<file path="src/rtl/input_conditioner_if.sv">
// Configuration and status bundle between the timer register block and input_conditioner.
// The master side drives configuration and raw inputs; the slave side is the conditioner.
interface input_conditioner_if #(
    parameter int NCH    = 15,
    parameter int FILT_W = 4,
    parameter int ECNT_W = 8
);
    logic              en_i;
    logic              clear_i;
    logic [NCH:1]      input_i;
    logic [FILT_W-1:0] filt_len_i;
    logic [3:0]        ch_sel_i;
    logic [1:0]        edge_sel_i;
    logic              sw_trigger_i;
    logic [NCH:1]      filt_o;
    logic              level_o;
    logic              trig_o;
    logic [ECNT_W-1:0] evt_cnt_o;

    modport master (
        output en_i, clear_i, input_i, filt_len_i, ch_sel_i, edge_sel_i, sw_trigger_i,
        input  filt_o, level_o, trig_o, evt_cnt_o
    );

    modport slave (
        input  en_i, clear_i, input_i, filt_len_i, ch_sel_i, edge_sel_i, sw_trigger_i,
        output filt_o, level_o, trig_o, evt_cnt_o
    );
endinterface

</file>
<file path="src/rtl/input_conditioner.sv">
// Trigger front end: per-channel sync + glitch filter, source mux, edge/level
// qualification into a single-cycle trigger, and a saturating event counter.
module input_conditioner #(
    parameter int NCH    = 15,
    parameter int FILT_W = 4,
    parameter int ECNT_W = 8
) (
    input  logic                  clk_i,
    input  logic                  rstn_i,
    input_conditioner_if.slave    bus
);
    typedef enum logic [1:0] {
        EDGE_RISE  = 2'b00,
        EDGE_FALL  = 2'b01,
        EDGE_BOTH  = 2'b10,
        LEVEL_HIGH = 2'b11
    } edge_mode_t;

    logic [NCH:1]      sync1;
    logic [NCH:1]      sync2;
    logic [NCH:1]      filt;
    logic [FILT_W-1:0] cnt [1:NCH];

    logic              src;
    logic              prev;
    logic [3:0]        sel_q;
    logic              level_q;
    logic              trig_q;
    logic              trig_d;
    logic              evt_load;
    logic [ECNT_W-1:0] evt_cnt;
    edge_mode_t        mode;

    always_ff @(posedge clk_i or negedge rstn_i) begin
        if (!rstn_i) begin
            sync1 <= '0;
            sync2 <= '0;
        end else begin
            sync1 <= bus.input_i;
            sync2 <= sync1;
        end
    end

    // filt_len_i is compared live, so a shortened length can let cnt wrap.
    always_ff @(posedge clk_i or negedge rstn_i) begin
        if (!rstn_i) begin
            filt <= '0;
            for (int unsigned n = 1; n <= NCH; n++) cnt[n] <= '0;
        end else if (bus.clear_i) begin
            for (int unsigned n = 1; n <= NCH; n++) cnt[n] <= '0;
        end else if (bus.en_i) begin
            for (int unsigned n = 1; n <= NCH; n++) begin
                if (sync2[n] == filt[n]) begin
                    cnt[n] <= '0;
                end else if (cnt[n] == bus.filt_len_i) begin
                    filt[n] <= sync2[n];
                    cnt[n]  <= '0;
                end else begin
                    cnt[n] <= cnt[n] + 1'b1;
                end
            end
        end
    end

    always_comb begin
        src = 1'b0;
        if (bus.ch_sel_i == '0)
            src = bus.sw_trigger_i;
        else if (int'(bus.ch_sel_i) <= NCH)
            src = filt[bus.ch_sel_i];
    end

    // A mux switch is masked for one cycle so the new source cannot look like an edge.
    always_comb begin
        mode     = edge_mode_t'(bus.edge_sel_i);
        trig_d   = 1'b0;
        evt_load = 1'b0;
        if (!bus.clear_i && bus.en_i) begin
            unique case (mode)
                EDGE_RISE:  trig_d = src & ~prev;
                EDGE_FALL:  trig_d = ~src & prev;
                EDGE_BOTH:  trig_d = src ^ prev;
                LEVEL_HIGH: trig_d = src;
            endcase
            if (mode != LEVEL_HIGH) begin
                if (bus.ch_sel_i != sel_q) trig_d = 1'b0;
                evt_load = trig_d;
            end
        end
    end

    always_ff @(posedge clk_i or negedge rstn_i) begin
        if (!rstn_i) begin
            prev    <= 1'b0;
            sel_q   <= '0;
            level_q <= 1'b0;
            trig_q  <= 1'b0;
            evt_cnt <= '0;
        end else begin
            prev    <= src;
            sel_q   <= bus.ch_sel_i;
            level_q <= src;
            trig_q  <= trig_d;
            if (bus.clear_i)
                evt_cnt <= '0;
            else if (evt_load && evt_cnt != '1)
                evt_cnt <= evt_cnt + 1'b1;
        end
    end

    assign bus.filt_o    = filt;
    assign bus.level_o   = level_q;
    assign bus.trig_o    = trig_q;
    assign bus.evt_cnt_o = evt_cnt;
endmodule

</file>
<file path="src/flat_wrapper.sv">
// flat-port wrapper written by rule: the top's interface ports become plain ports
module input_conditioner_flat 
#(
    parameter int NCH    = 15,
    parameter int FILT_W = 4,
    parameter int ECNT_W = 8
)
  (clk_i, rstn_i, bus_en_i, bus_clear_i, bus_input_i, bus_filt_len_i, bus_ch_sel_i, bus_edge_sel_i, bus_sw_trigger_i, bus_filt_o, bus_level_o, bus_trig_o, bus_evt_cnt_o);
  input_conditioner_if #(.NCH(NCH), .FILT_W(FILT_W), .ECNT_W(ECNT_W)) bus_i ();
  input  logic clk_i;
  input  logic rstn_i;
  input wire logic [$bits(bus_i.en_i)-1:0] bus_en_i;
  input wire logic [$bits(bus_i.clear_i)-1:0] bus_clear_i;
  input wire logic [$bits(bus_i.input_i)-1:0] bus_input_i;
  input wire logic [$bits(bus_i.filt_len_i)-1:0] bus_filt_len_i;
  input wire logic [$bits(bus_i.ch_sel_i)-1:0] bus_ch_sel_i;
  input wire logic [$bits(bus_i.edge_sel_i)-1:0] bus_edge_sel_i;
  input wire logic [$bits(bus_i.sw_trigger_i)-1:0] bus_sw_trigger_i;
  output wire logic [$bits(bus_i.filt_o)-1:0] bus_filt_o;
  output wire logic [$bits(bus_i.level_o)-1:0] bus_level_o;
  output wire logic [$bits(bus_i.trig_o)-1:0] bus_trig_o;
  output wire logic [$bits(bus_i.evt_cnt_o)-1:0] bus_evt_cnt_o;
  assign bus_i.en_i = bus_en_i;
  assign bus_i.clear_i = bus_clear_i;
  assign bus_i.input_i = bus_input_i;
  assign bus_i.filt_len_i = bus_filt_len_i;
  assign bus_i.ch_sel_i = bus_ch_sel_i;
  assign bus_i.edge_sel_i = bus_edge_sel_i;
  assign bus_i.sw_trigger_i = bus_sw_trigger_i;
  assign bus_filt_o = bus_i.filt_o;
  assign bus_level_o = bus_i.level_o;
  assign bus_trig_o = bus_i.trig_o;
  assign bus_evt_cnt_o = bus_i.evt_cnt_o;
  input_conditioner #(.NCH(NCH), .FILT_W(FILT_W), .ECNT_W(ECNT_W)) u_core (.clk_i(clk_i), .rstn_i(rstn_i), .bus(bus_i));
endmodule
</file>
<file path="config.mk">
export PLATFORM = sky130hd
export DESIGN_NAME = input_conditioner_flat
export DESIGN_NICKNAME = d
export VERILOG_FILES = /design/src/rtl/input_conditioner_if.sv /design/src/rtl/input_conditioner.sv /design/src/flat_wrapper.sv
export SDC_FILE = /design/constraint.sdc
export NUM_CORES = 1
export LEC_CHECK = 0
export ABC_AREA = 1
export CAP_MARGIN = 20
export CORE_MARGIN = 4
export CORE_UTILIZATION = 55
export CTS_CLUSTER_SIZE = 25
export DETAILED_ROUTE_END_ITERATION = 12
export DONT_BUFFER_PORTS = 1
export PLACE_DENSITY = 0.7
export SLEW_MARGIN = 25
export SYNTH_ARGS = -nofsm -noshare
export SYNTH_HDL_FRONTEND = slang
export SYNTH_SLANG_ARGS = --single-unit
</file>
<file path="constraint.sdc">
create_clock -name clk_i -period 3.22 [get_ports clk_i]
set_input_delay 0.483 -clock clk_i [delete_from_list [all_inputs] [get_ports clk_i]]
set_output_delay 0.483 -clock clk_i [all_outputs]
set_load 0.01 [all_outputs]
</file>
==> results of run 1 <==
[worst min-delay path: stages]
cell	delay, ns
sky130_fd_sc_hd__nor2_1	0.02
sky130_fd_sc_hd__nand2_1	0.05
sky130_fd_sc_hd__nand2_1	0.04
[synth_stat cells, types with 2 or more instances]
| master | instances | share of area (%) |
|---|---|---|
| sky130_fd_sc_hd__dfrtp_1 | 119 | 49 |
| sky130_fd_sc_hd__nand2_1 | 94 | 5.8 |
| sky130_fd_sc_hd__xnor2_1 | 74 | 11 |
| sky130_fd_sc_hd__inv_1 | 52 | 3.2 |
| sky130_fd_sc_hd__nand3_1 | 49 | 4.0 |
| sky130_fd_sc_hd__a21oi_1 | 45 | 3.7 |
| sky130_fd_sc_hd__nor2_1 | 37 | 2.3 |
| sky130_fd_sc_hd__xor2_1 | 33 | 4.7 |
| sky130_fd_sc_hd__o21ai_0 | 29 | 2.4 |
| sky130_fd_sc_hd__ha_1 | 18 | 3.7 |
| sky130_fd_sc_hd__nor3_1 | 18 | 1.5 |
| sky130_fd_sc_hd__nand4_1 | 17 | 1.7 |
| sky130_fd_sc_hd__a22o_1 | 9 | 1.3 |
| sky130_fd_sc_hd__clkbuf_1 | 7 | 0.43 |
| sky130_fd_sc_hd__buf_6 | 6 | 1.1 |
| sky130_fd_sc_hd__mux2i_1 | 6 | 0.98 |
| sky130_fd_sc_hd__buf_4 | 5 | 0.61 |
| sky130_fd_sc_hd__buf_2 | 4 | 0.33 |
| sky130_fd_sc_hd__nand2_4 | 4 | 0.73 |
| sky130_fd_sc_hd__buf_1 | 2 | 0.12 |
| sky130_fd_sc_hd__nand3_2 | 2 | 0.33 |
| sky130_fd_sc_hd__nor2_2 | 2 | 0.20 |
[cells by family after synthesis]
| logic type | Yosys count | share of synthesized area, % |
|---|---|---|
| fa+ha+maj | 18 | 3.67 |
| simple gates | 228 | 17.4 |
| xor+xnor | 107 | 15.3 |
| mux | 7 | 1.16 |
| buf+inv | 79 | 6.16 |
| compound gates | 86 | 7.73 |
| flops | 119 | 48.6 |
[state kept, by name (all words and copies together) (netlist names)]
register,count
u_core.cnt,60
u_core.bus.evt_cnt_o,8
u_core.sync1,15
u_core.bus.filt_o,15
u_core.sync2,15
u_core.bus.trig_o,1
u_core.prev,1
u_core.sel_q,4
[report_power, final]
| group | switching (mW) | leakage (nW) | internal (mW) |
|---|---|---|---|
| Combinational | 0.352 | 1.30 | 0.260 |
| Sequential | 0.211 | 1.54 | 1.64 |
| Clock | 0.665 | 0.278 | 1.13 |
[cell type report]
cell class	count	area share, %
multi-input combinational	446	40.0
sequential	119	42.9
clock buffer	22	6.53
timing repair buffer	24	3.61
clock inverter	10	1.48
inverter	54	2.96
tap	140	2.52
[metal layers]
metal	vias to the layer above	GRT usage [%]	share of wire, %
met3	32	6.79	4.9
li1	2148	-	-
met4	0	9.46	2.3
met5	-	0	0
met1	2181	27.2	42
met2	102	37.2	51
[through the flow]
| step | utilization, % | power [mW] |
|---|---|---|
| global route | 63.7 | 4.46 |
| global placement | 56.6 | 2.40 |
| detailed placement | 56.6 | 2.43 |
| finish | 63.7 | 4.26 |
| CTS | 63.7 | 4.29 |
| floorplan | - | 2.30 |
[how the worst max path moves through the flow]
stage                                    start                       to  slack [ns]  cells past startpoint
after floorplan                bus_ch_sel_i[1]  u_core.bus.evt_cnt_o[6]        1.24                     15
after global placement         bus_ch_sel_i[0]  u_core.bus.evt_cnt_o[6]        1.18                     14
final                     u_core.bus.filt_o[3]  u_core.bus.evt_cnt_o[4]        1.09                     13
after global routing      u_core.bus.filt_o[4]  u_core.bus.evt_cnt_o[4]        0.95                     13
after detailed placement  u_core.bus.filt_o[3]  u_core.bus.evt_cnt_o[6]        1.13                     13
after CTS                 u_core.bus.filt_o[3]  u_core.bus.evt_cnt_o[4]        1.09                     13
==> results.rst, run 1 <==
.. list-table::
   :header-rows: 1

   * - Metric
     - Value
   * - Post-CTS Resized
     - 0
   * - Worst-path clk slew
     - 0.06 ns
   * - Commonest non-fill, non-tap cells in the layout
     - sky130_fd_sc_hd__dfrtp_1 (119), sky130_fd_sc_hd__nand2_1 (94), sky130_fd_sc_hd__xnor2_1 (74), sky130_fd_sc_hd__inv_1 (52), sky130_fd_sc_hd__nand3_1 (49)
   * - Hold Path Class
     - in -> reg
   * - Layout cells sized above 1
     - 7.26%
   * - Clk buf depth
     - 2
   * - Reg area
     - 2980 um2
   * - Most common library cell in the layout ignoring fill and taps
     - sky130_fd_sc_hd__dfrtp_1
   * - Peak Freq
     - 0.470 GHz
   * - Required time of the critical path
     - 3.69 ns
   * - R2R setup slack
     - 1.09 ns
   * - Layout area overhead
     - 13.2%
   * - Delay-heaviest family, CP
     - simple AND/OR/NAND/NOR gates
   * - Top FF cell, synth
     - sky130_fd_sc_hd__dfrtp_1
   * - Synth Instances
     - 644
   * - Die span in y
     - 114 um
   * - Share of flip-flops with an asynchronous set or reset
     - 100%
   * - Placed cell area
     - 6160 um2
   * - Crit path buf inv count
     - 1
   * - Global-route wire length before repair
     - 22.5 mm
   * - Number of buffers added by the clock tree synthesis step
     - 17
   * - Number of buffers inserted by hold repair at cts
     - 21
   * - Number of setup violations in the final report
     - 0
   * - Syn avg cell area
     - 9.52 um2
   * - CP max stage delay
     - 0.44 ns
   * - Category of the critical setup timing path
     - reg -> reg
   * - Average detailed-routed wire length per instance
     - 16.6 um
   * - Total of max-cap violations
     - 0
   * - Clock Latency Late Sink
     - 0.54 ns
   * - Global routing usage summed across all routing layers
     - 22.4%
   * - Pre-CTS WS
     - 1.13 ns
   * - Number of top-level pins
     - 55
   * - Critical-path maximum fanout
     - 9
   * - Inst Count DP
     - 762
   * - Detail Placement HPWL
     - 8.53 mm
   * - Reg2Reg Launch Point
     - u_core.bus.filt_o[3]
   * - Endpoint of the lowest-slack register-to-register path
     - u_core.bus.evt_cnt_o[4]
   * - Buffers on Ports
     - 0
   * - Post-Syn Area
     - 6130 um2
   * - Final RePlAce weighted congestion
     - 0.841
   * - Clock period minus worst slack
     - 2.13 ns
   * - Starting DRT DRC Count
     - 442
   * - Fraction of the yosys area taken by sequential cells
     - 48.6%
   * - Area of the core
     - 10900 um2
   * - Skew final
     - 0.00972 ns
   * - Power per standard cell area
     - 613 nW/um2
   * - Overall via count from detail_route
     - 4463
   * - Starting density of the core
     - 56.3%
   * - Min Hold Slack
     - 0.105 ns
   * - Cell depth of the worst flop-to-flop path
     - 13
   * - Arrival time of the worst setup path
     - 2.60 ns
   * - Number of iterations in the first detailed-routing pass
     - 5
   * - Die Width
     - 114 um
   * - Part of the cycle the worst path needs
     - 66.1%
   * - Overflow left after global routing
     - 0
   * - Area taken by multi-input logic gates
     - 2780 um2
   * - Buffer type at the clock tree root
     - sky130_fd_sc_hd__clkbuf_8
   * - Drc violations
     - 0
   * - Worst Slack Setup Final
     - 1.09 ns
   * - Yosys reg bits
     - 119
   * - Number of nets with antenna violations after detailed routing
     - 0
   * - Synthesized netlist net count
     - 692
   * - Destination of the worst hold path
     - u_core.bus.evt_cnt_o[0]
   * - Slowest library cell on the worst path
     - sky130_fd_sc_hd__dfrtp_1
   * - Initial antenna violation count
     - 0
   * - Antenna diode count
     - 0
   * - Number of core rows
     - 38
   * - Via count of the first global-routing pass
     - 4558
   * - Sink count of the clock tree
     - 119
   * - Final instance area
     - 6940 um2
   * - Worst Hold Path Cells
     - 3
   * - Post-route non-filler standard cell count
     - 815
   * - Cell variety after synth
     - 34
   * - Worst vdd rail ir drop
     - 0.000502 V
   * - Yosys synthesis warning count
     - 0
   * - Total Routed Length
     - 13.5 mm
   * - Post-CTS Setup Repair Bufs
     - 0
   * - CTS tree
     - built
   * - Startpoint type of the worst setup path
     - register
   * - Number of enable flip-flop cells after synthesis
     - 0
   * - Least-Margin Pin Slew
     - 0.598 ns
   * - Number of nets in the finished design
     - 710
   * - Maximum level of the CTS H-tree
     - 4
   * - Total die area
     - 12900 um2
   * - Min-Delay Startpoint
     - bus_clear_i
   * - Unrepaired setup endpoints after global routing
     - false
   * - Detail-routed via count per cell
     - 5.48
   * - Max-slew headroom
     - 60.1%
   * - Pin count of the biggest net entering global routing
     - 120
   * - Result of the run
     - finished clean
   * - Total negative slack
     - 0 ns
   * - Worst-path cell chain
     - inv_1 -> nand2_1 -> nand3_1 -> nand3_1 -> nand3_1 -> nand2_4 -> ha_1 -> o22a_2 -> nand2_4 -> nand3_4 -> nand2_4 -> nand2_1 -> nand2_1
   * - Max Slew Vio Count
     - 0
   * - Fillers
     - 843
   * - Type of element capturing the critical path
     - register
   * - Final number of hold-violating endpoints
     - 0
   * - Leakage power figure
     - 3.12 nW
(Power assumes the default switching activity.)
==> run 2: changes to the inputs <==
PLACE_DENSITY = 0.73   (was 0.7)
clock period = 1.8 ns   (was 3.22 ns; I/O delays follow)
==> run 2 against run 1 <==
Net effect: the flow now finishes with violations (hold timing, setup timing); maximum frequency rose by 13%; critical path depth fell by 1; worst setup slack got worse by 1.2 ns; register-to-register slack got worse by 1.2 ns; global-route usage rose by 2.2 points; sequential power rose by 71%; clock-buffer cell count rose by 1; via count rose by 4.0%; flip-flop and latch count did not move; critical path type unchanged; critical endpoint unchanged; largest power group is now clock.
==> results.rst, run 2 (synthesis gave the netlist of run 1 again) <==
.. list-table::
   :header-rows: 1

   * - Metric
     - Value
   * - Most common library cell in the layout ignoring fill and taps
     - sky130_fd_sc_hd__dfrtp_1
   * - Final RePlAce weighted congestion
     - 0.851
   * - Peak Freq
     - 0.530 GHz
   * - Post-route non-filler standard cell count
     - 844
   * - Total of max-cap violations
     - 0
   * - Arrival time of the worst setup path
     - 2.30 ns
   * - Inst Count DP
     - 783
   * - Worst Slack Setup Final
     - -0.0867 ns
   * - Global routing usage summed across all routing layers
     - 24.6%
   * - Area of the core
     - 10900 um2
   * - Layout cells sized above 1
     - 13.2%
   * - Commonest non-fill, non-tap cells in the layout
     - sky130_fd_sc_hd__dfrtp_1 (119), sky130_fd_sc_hd__nand2_1 (88), sky130_fd_sc_hd__xnor2_1 (74), sky130_fd_sc_hd__nand3_1 (48), sky130_fd_sc_hd__inv_1 (47)
   * - Number of iterations in the first detailed-routing pass
     - 4
   * - Gate power share
     - 18.5%
   * - Reg2Reg Launch Point
     - u_core.bus.filt_o[5]
   * - Pre-CTS WS
     - -0.104 ns
   * - Total Routed Length
     - 14.5 mm
   * - Final number of hold-violating endpoints
     - 119
   * - Least-Margin Pin Slew
     - 0.567 ns
   * - Unrepaired setup endpoints after global routing
     - true
   * - Number of setup violations in the final report
     - 9
   * - Die Width
     - 114 um
   * - Detail Placement HPWL
     - 9.37 mm
   * - Pin count of the biggest net entering global routing
     - 120
   * - Worst vdd rail ir drop
     - 0.000986 V
   * - Hold Path Class
     - in -> async
   * - Leakage power figure
     - 3.27 nW
   * - Starting DRT DRC Count
     - 380
   * - Max Slew Vio Count
     - 0
   * - Maximum level of the CTS H-tree
     - 4
   * - Part of the cycle the worst path needs
     - 105%
   * - Layout area overhead
     - 18.5%
   * - Number of core rows
     - 38
   * - Total net switching power
     - 2.24 mW
   * - Power per standard cell area
     - 1100 nW/um2
   * - Clk buf depth
     - 2
   * - Sequential share of power
     - 39.8%
   * - Initial antenna violation count
     - 0
   * - Buffers on Ports
     - 0
   * - Reg with most FFs
     - u_core.cnt
   * - Drc violations
     - 0
   * - Cell internal power dissipation
     - 5.73 mW
   * - Skew final
     - 0.00723 ns
   * - Cell depth of the worst flop-to-flop path
     - 12
   * - Category of the critical setup timing path
     - reg -> reg
   * - Number of top-level pins
     - 55
   * - Clock power share
     - 41.7%
   * - Starting density of the core
     - 56.3%
   * - Startpoint type of the worst setup path
     - register
   * - Required time of the critical path
     - 2.21 ns
   * - Max FFs per register
     - 60
   * - CP max stage delay
     - 0.37 ns
   * - Proportion of total power due to net switching
     - 28.1%
   * - Critical-path maximum fanout
     - 5
   * - Type of element capturing the critical path
     - register
   * - Clock period minus worst slack
     - 1.89 ns
   * - Max-slew headroom
     - 62.2%
   * - Min Hold Slack
     - -0.555 ns
   * - Violations in the final reports
     - hold timing, setup timing
   * - Worst-path cell chain
     - nand3_1 -> nand2_1 -> nor2_1 -> nand2_1 -> nand3_2 -> nand2_4 -> ha_4 -> o22a_2 -> nand2_4 -> nand3_4 -> nand3_1 -> nand2_2
   * - Endpoint of the lowest-slack register-to-register path
     - u_core.bus.evt_cnt_o[4]
   * - Number of nets in the finished design
     - 740
   * - Slowest library cell on the worst path
     - sky130_fd_sc_hd__dfrtp_1
   * - Die span in y
     - 114 um
   * - Number of nets with antenna violations after detailed routing
     - 0
   * - R2R setup slack
     - -0.09 ns
   * - Antenna diode count
     - 0
   * - Buffer type at the clock tree root
     - sky130_fd_sc_hd__clkbuf_8
   * - CTS tree
     - built
   * - Overall via count from detail_route
     - 4643
   * - Overflow left after global routing
     - 0
   * - Number of buffers added by the clock tree synthesis step
     - 17
   * - Sink count of the clock tree
     - 119
   * - Average detailed-routed wire length per instance
     - 17.2 um
   * - Result of the run
     - complete, but fails checks
   * - Worst-path clk slew
     - 0.06 ns
   * - Total die area
     - 12900 um2
   * - Number of buffers inserted by hold repair at cts
     - 23
   * - Detail-routed via count per cell
     - 5.50
   * - Global-route wire length before repair
     - 24.6 mm
   * - Clock Latency Late Sink
     - 0.53 ns
   * - Via count of the first global-routing pass
     - 4951
-- run 2: changes by cell type in the layout (fill, tap and decap cells not counted), moves of 2 or more --
cell	before	now
sky130_fd_sc_hd__ha_4	0	2
sky130_fd_sc_hd__inv_2	1	6
sky130_fd_sc_hd__ha_1	18	16
sky130_fd_sc_hd__nand2_1	94	88
sky130_fd_sc_hd__dlygate4sd3_1	20	22
sky130_fd_sc_hd__clkbuf_8	3	6
sky130_fd_sc_hd__nand3_2	2	4
sky130_fd_sc_hd__clkbuf_1	3	1
sky130_fd_sc_hd__buf_12	0	2
sky130_fd_sc_hd__clkinv_2	7	4
sky130_fd_sc_hd__inv_1	52	47
sky130_fd_sc_hd__nand2_2	1	7
sky130_fd_sc_hd__buf_4	3	28
-- run 2: worst max-delay path: cells and delay by family (launching register included) --
family,cells,cell delay [ns]
DFF,1,0.37
AOI/OAI and AO/OA,1,0.25
and+or+nand+nor,10,0.93
adders and majority gates,1,0.21
-- run 2: layout make-up --
| cell class | count | area (um2) |
|---|---|---|
| Inverter | 54 | 205 |
| Multi-Input combinational cell | 447 | 2850 |
| Tap cell | 140 | 175 |
| Clock inverter | 8 | 95.1 |
| Fill cell | 828 | 3620 |
| Clock buffer | 23 | 487 |
| Timing Repair Buffer | 53 | 483 |
| Sequential cell | 119 | 2980 |
-- run 2: power groups by stage --
stage               logic (mW)  clock network, mW  registers, mW
detailed placement        1.36                  0           3.20
CTS                       1.46               3.37           3.17
floorplan                0.868                  0           3.25
finish                    1.47               3.32           3.17
global placement          1.30                  0           3.19
global route              1.66               3.50           3.21
-- run 2: worst max-delay path by stage --
stage,startpoint,end,slack (ns),cells after the start
after floorplan,u_core.bus.filt_o[11],u_core.bus.evt_cnt_o[6],0.004,13
after global placement,u_core.bus.filt_o[3],u_core.bus.evt_cnt_o[6],-0.009,13
after detailed placement,u_core.bus.filt_o[11],u_core.bus.evt_cnt_o[4],-0.10,13
after CTS,u_core.bus.filt_o[3],u_core.bus.evt_cnt_o[4],-0.05,13
after global routing,u_core.bus.filt_o[5],u_core.bus.evt_cnt_o[5],-0.19,13
final,u_core.bus.filt_o[5],u_core.bus.evt_cnt_o[4],-0.09,12
-- run 2: routing by layer --
metal	track usage (%)	routed length (um)	part of all wire, %
met3	8.17	806	5.6
met4	9.94	363	2.5
met1	29.7	5830	40
met5	0	0	0
met2	40.6	7490	52
-- run 2: what timing repair did --
| action | 4_1_cts | 5_1_grt |
|---|---|---|
| endpoints found under the setup margin | 8 | 18 |
| endpoints found under the hold margin | 166 | 119 |
| buffers inserted | 3 | 3 |
| resized for setup | 9 | 9 |
| pin swaps | 8 | 9 |
| cloned | 1 | 0 |
-- run 2: per-stage QoR --
step / utilization, % / area (um2) / total power, mW / hold slack [ns] / setup TNS, ns
CTS: 66.2 / 7210 / 7.99 / -0.583 / -0.296
floorplan: - / 6140 / 4.12 / -0.0256 / 0
global placement: 58.3 / 6340 / 4.49 / -0.0191 / -0.0431
detailed placement: 58.3 / 6340 / 4.56 / -0.0199 / -0.628
finish: 66.8 / 7270 / 7.97 / -0.555 / -0.523
global route: 66.8 / 7270 / 8.36 / -0.589 / -1.45
==> run 3: changes to the inputs <==
CORE_UTILIZATION = 33   (was 55)
PLACE_DENSITY = 0.46   (was 0.73)
==> run 3 against run 2 <==
Net effect: the flow still finishes with violations (hold timing, setup timing); final cell count rose by 10%; maximum frequency grew 0.69%; sequential share of layout area shrank 0.29 points; design area grew 0.72%; first-iteration DRC count shrank 32%; wire length grew 3.2%; hold slack gained 0.12 ns; clock skew hardly changed; clock-buffer cell count decreased by 3; core utilization down 26 points; critical path depth up 1; die area grew 61%; critical path type unchanged; highest routed layer unchanged.
==> results.rst, run 3 (synthesis gave the netlist of run 1 again) <==
.. list-table::
   :header-rows: 1

   * - Metric
     - Value
   * - Number of buffers inserted by hold repair at cts
     - 20
   * - Total of max-cap violations
     - 0
   * - Clk buf depth
     - 2
   * - Total Routed Length
     - 14.9 mm
   * - Layout area overhead
     - 19.4%
   * - Post-route non-filler standard cell count
     - 930
   * - Inst Count DP
     - 875
   * - Average detailed-routed wire length per instance
     - 16.1 um
   * - Buffer type at the clock tree root
     - sky130_fd_sc_hd__clkbuf_16
   * - Buffers on Ports
     - 0
   * - Starting DRT DRC Count
     - 258
   * - Unrepaired setup endpoints after global routing
     - true
   * - Number of nets with antenna violations after detailed routing
     - 0
   * - Pin count of the biggest net entering global routing
     - 120
   * - Leakage power figure
     - 3.23 nW
   * - Detail Placement HPWL
     - 9.86 mm
   * - Sink count of the clock tree
     - 119
   * - Final instance area
     - 7320 um2
   * - Detail-routed via count per cell
     - 4.84
   * - Reg with most FFs
     - u_core.cnt
   * - Skew final
     - 0.00680 ns
   * - Max FFs per register
     - 60
   * - Slowest library cell on the worst path
     - sky130_fd_sc_hd__dfrtp_1
   * - Starting density of the core
     - 33.8%
   * - Startpoint type of the worst setup path
     - register
   * - Overall via count from detail_route
     - 4504
   * - Global routing usage summed across all routing layers
     - 15.1%
   * - Critical-path maximum fanout
     - 7
   * - Cell depth of the worst flop-to-flop path
     - 13
   * - Max-slew headroom
     - 68.1%
   * - Initial antenna violation count
     - 0
   * - Die Width
     - 144 um
   * - Maximum level of the CTS H-tree
     - 4
   * - Clock Latency Late Sink
     - 0.41 ns
   * - Worst Slack Setup Final
     - -0.0738 ns
   * - Placed cell area
     - 6490 um2
   * - Drc violations
     - 0
   * - Peak Freq
     - 0.534 GHz
   * - Area of the core
     - 18100 um2
   * - Hold Path Class
     - in -> async
   * - Overflow left after global routing
     - 0
   * - Die span in y
     - 144 um
   * - Part of the cycle the worst path needs
     - 104%
   * - Global-route wire length before repair
     - 24.3 mm
   * - Number of setup violations in the final report
     - 8
   * - Worst vdd rail ir drop
     - 0.000658 V
   * - Final RePlAce weighted congestion
     - 0.789
   * - Category of the critical setup timing path
     - reg -> reg
   * - Layout cells sized above 1
     - 12.7%
   * - CTS tree
     - built
   * - Number of nets in the finished design
     - 736
   * - Number of core rows
     - 49
   * - Power per standard cell area
     - 1070 nW/um2
   * - Reg area
     - 2980 um2
   * - Total negative slack
     - -0.444 ns
   * - Max Slew Vio Count
     - 0
   * - Final number of hold-violating endpoints
     - 119
   * - Type of element capturing the critical path
     - register
   * - Clock period minus worst slack
     - 1.87 ns
   * - Number of iterations in the first detailed-routing pass
     - 4
   * - Most common library cell in the layout ignoring fill and taps
     - sky130_fd_sc_hd__dfrtp_1
   * - Total die area
     - 20800 um2
   * - Worst-path clk slew
     - 0.05 ns
   * - Violations in the final reports
     - hold timing, setup timing
   * - Antenna diode count
     - 0
   * - Result of the run
     - complete, but fails checks
   * - Arrival time of the worst setup path
     - 2.22 ns
   * - Number of top-level pins
     - 55
   * - Number of buffers added by the clock tree synthesis step
     - 17
   * - CP max stage delay
     - 0.38 ns
   * - Via count of the first global-routing pass
     - 4515
   * - Area taken by multi-input logic gates
     - 2850 um2
   * - Utilization after layout
     - 40.3%
   * - Worst-path cell chain
     - inv_2 -> nand2_2 -> nand3_2 -> nand3_2 -> nand3_2 -> nand2_4 -> ha_4 -> o22a_4 -> nand2_4 -> nand3_4 -> nand2_4 -> nand2_1 -> nand2_1
   * - Least-Margin Pin Slew
     - 0.478 ns
   * - Pre-CTS WS
     - -0.161 ns
   * - Fillers
     - 1794
   * - Commonest non-fill, non-tap cells in the layout
     - sky130_fd_sc_hd__dfrtp_1 (119), sky130_fd_sc_hd__nand2_1 (91), sky130_fd_sc_hd__xnor2_1 (74), sky130_fd_sc_hd__inv_1 (48), sky130_fd_sc_hd__nand3_1 (46)
   * - Required time of the critical path
     - 2.15 ns
   * - Min Hold Slack
     - -0.438 ns
run 3: worst max-delay path: cells and delay by family (launching register included):
kind / cells / cell delay [ns]
AOI/OAI and AO/OA: 1 / 0.25
and+or+nand+nor: 10 / 0.87
buffers and inverters: 1 / 0.10
adders and majority gates: 1 / 0.22
DFF: 1 / 0.38
run 3: power by group:
part / internal (mW) / switching, mW
Sequential: 2.93 / 0.235
Clock: 1.92 / 1.24
Combinational: 0.681 / 0.811
run 3: worst paths after layout:
kind | start | end | slack, ns
max | u_core.bus.filt_o[3] | u_core.bus.evt_cnt_o[6] | -0.07
max reg2reg | u_core.bus.filt_o[3] | u_core.bus.evt_cnt_o[6] | -0.07
min in group clk_i | bus_clear_i | u_core.bus.evt_cnt_o[7] | 0.02
min reg2reg | u_core.sync1[7] | u_core.sync2[7] | 0.35
max in group asynchronous | rstn_i | u_core.sel_q[2] | 2.05
min | rstn_i | u_core.cnt[28] | -0.44
run 3: repair_timing:
action,in CTS,in global routing
gates cloned,1,0
pin swaps,7,10
gates resized for setup,3,11
buffers inserted,1,1
endpoints found under the hold margin,142,119
endpoints found under the setup margin,8,9
run 3: per-layer routing:
layer / part of all wire [%] / wire length, um / global-route usage, %
met4: 1.4 / 212 / 4.81
met2: 46 / 6890 / 23.0
met5: 0 / 0 / 0
met1: 47 / 6980 / 20.3
met3: 5.8 / 866 / 5.29
run 3: through the flow:
stage / hold slack, ns / power (mW)
after floorplan: -0.0256 / 4.12
after global placement: -0.0151 / 4.61
after detailed placement: -0.0141 / 4.64
after CTS: -0.461 / 7.90
after global routing: -0.470 / 8.26
final: -0.438 / 7.82
run 3: area by class of cell:
cell class | count | share of cell area, %
multi-input combinational | 447 | 38.9
tap | 229 | 3.91
sequential | 119 | 40.7
timing repair buffer | 49 | 6.22
clock buffer | 20 | 6.10
clock inverter | 12 | 1.44
inverter | 54 | 2.80
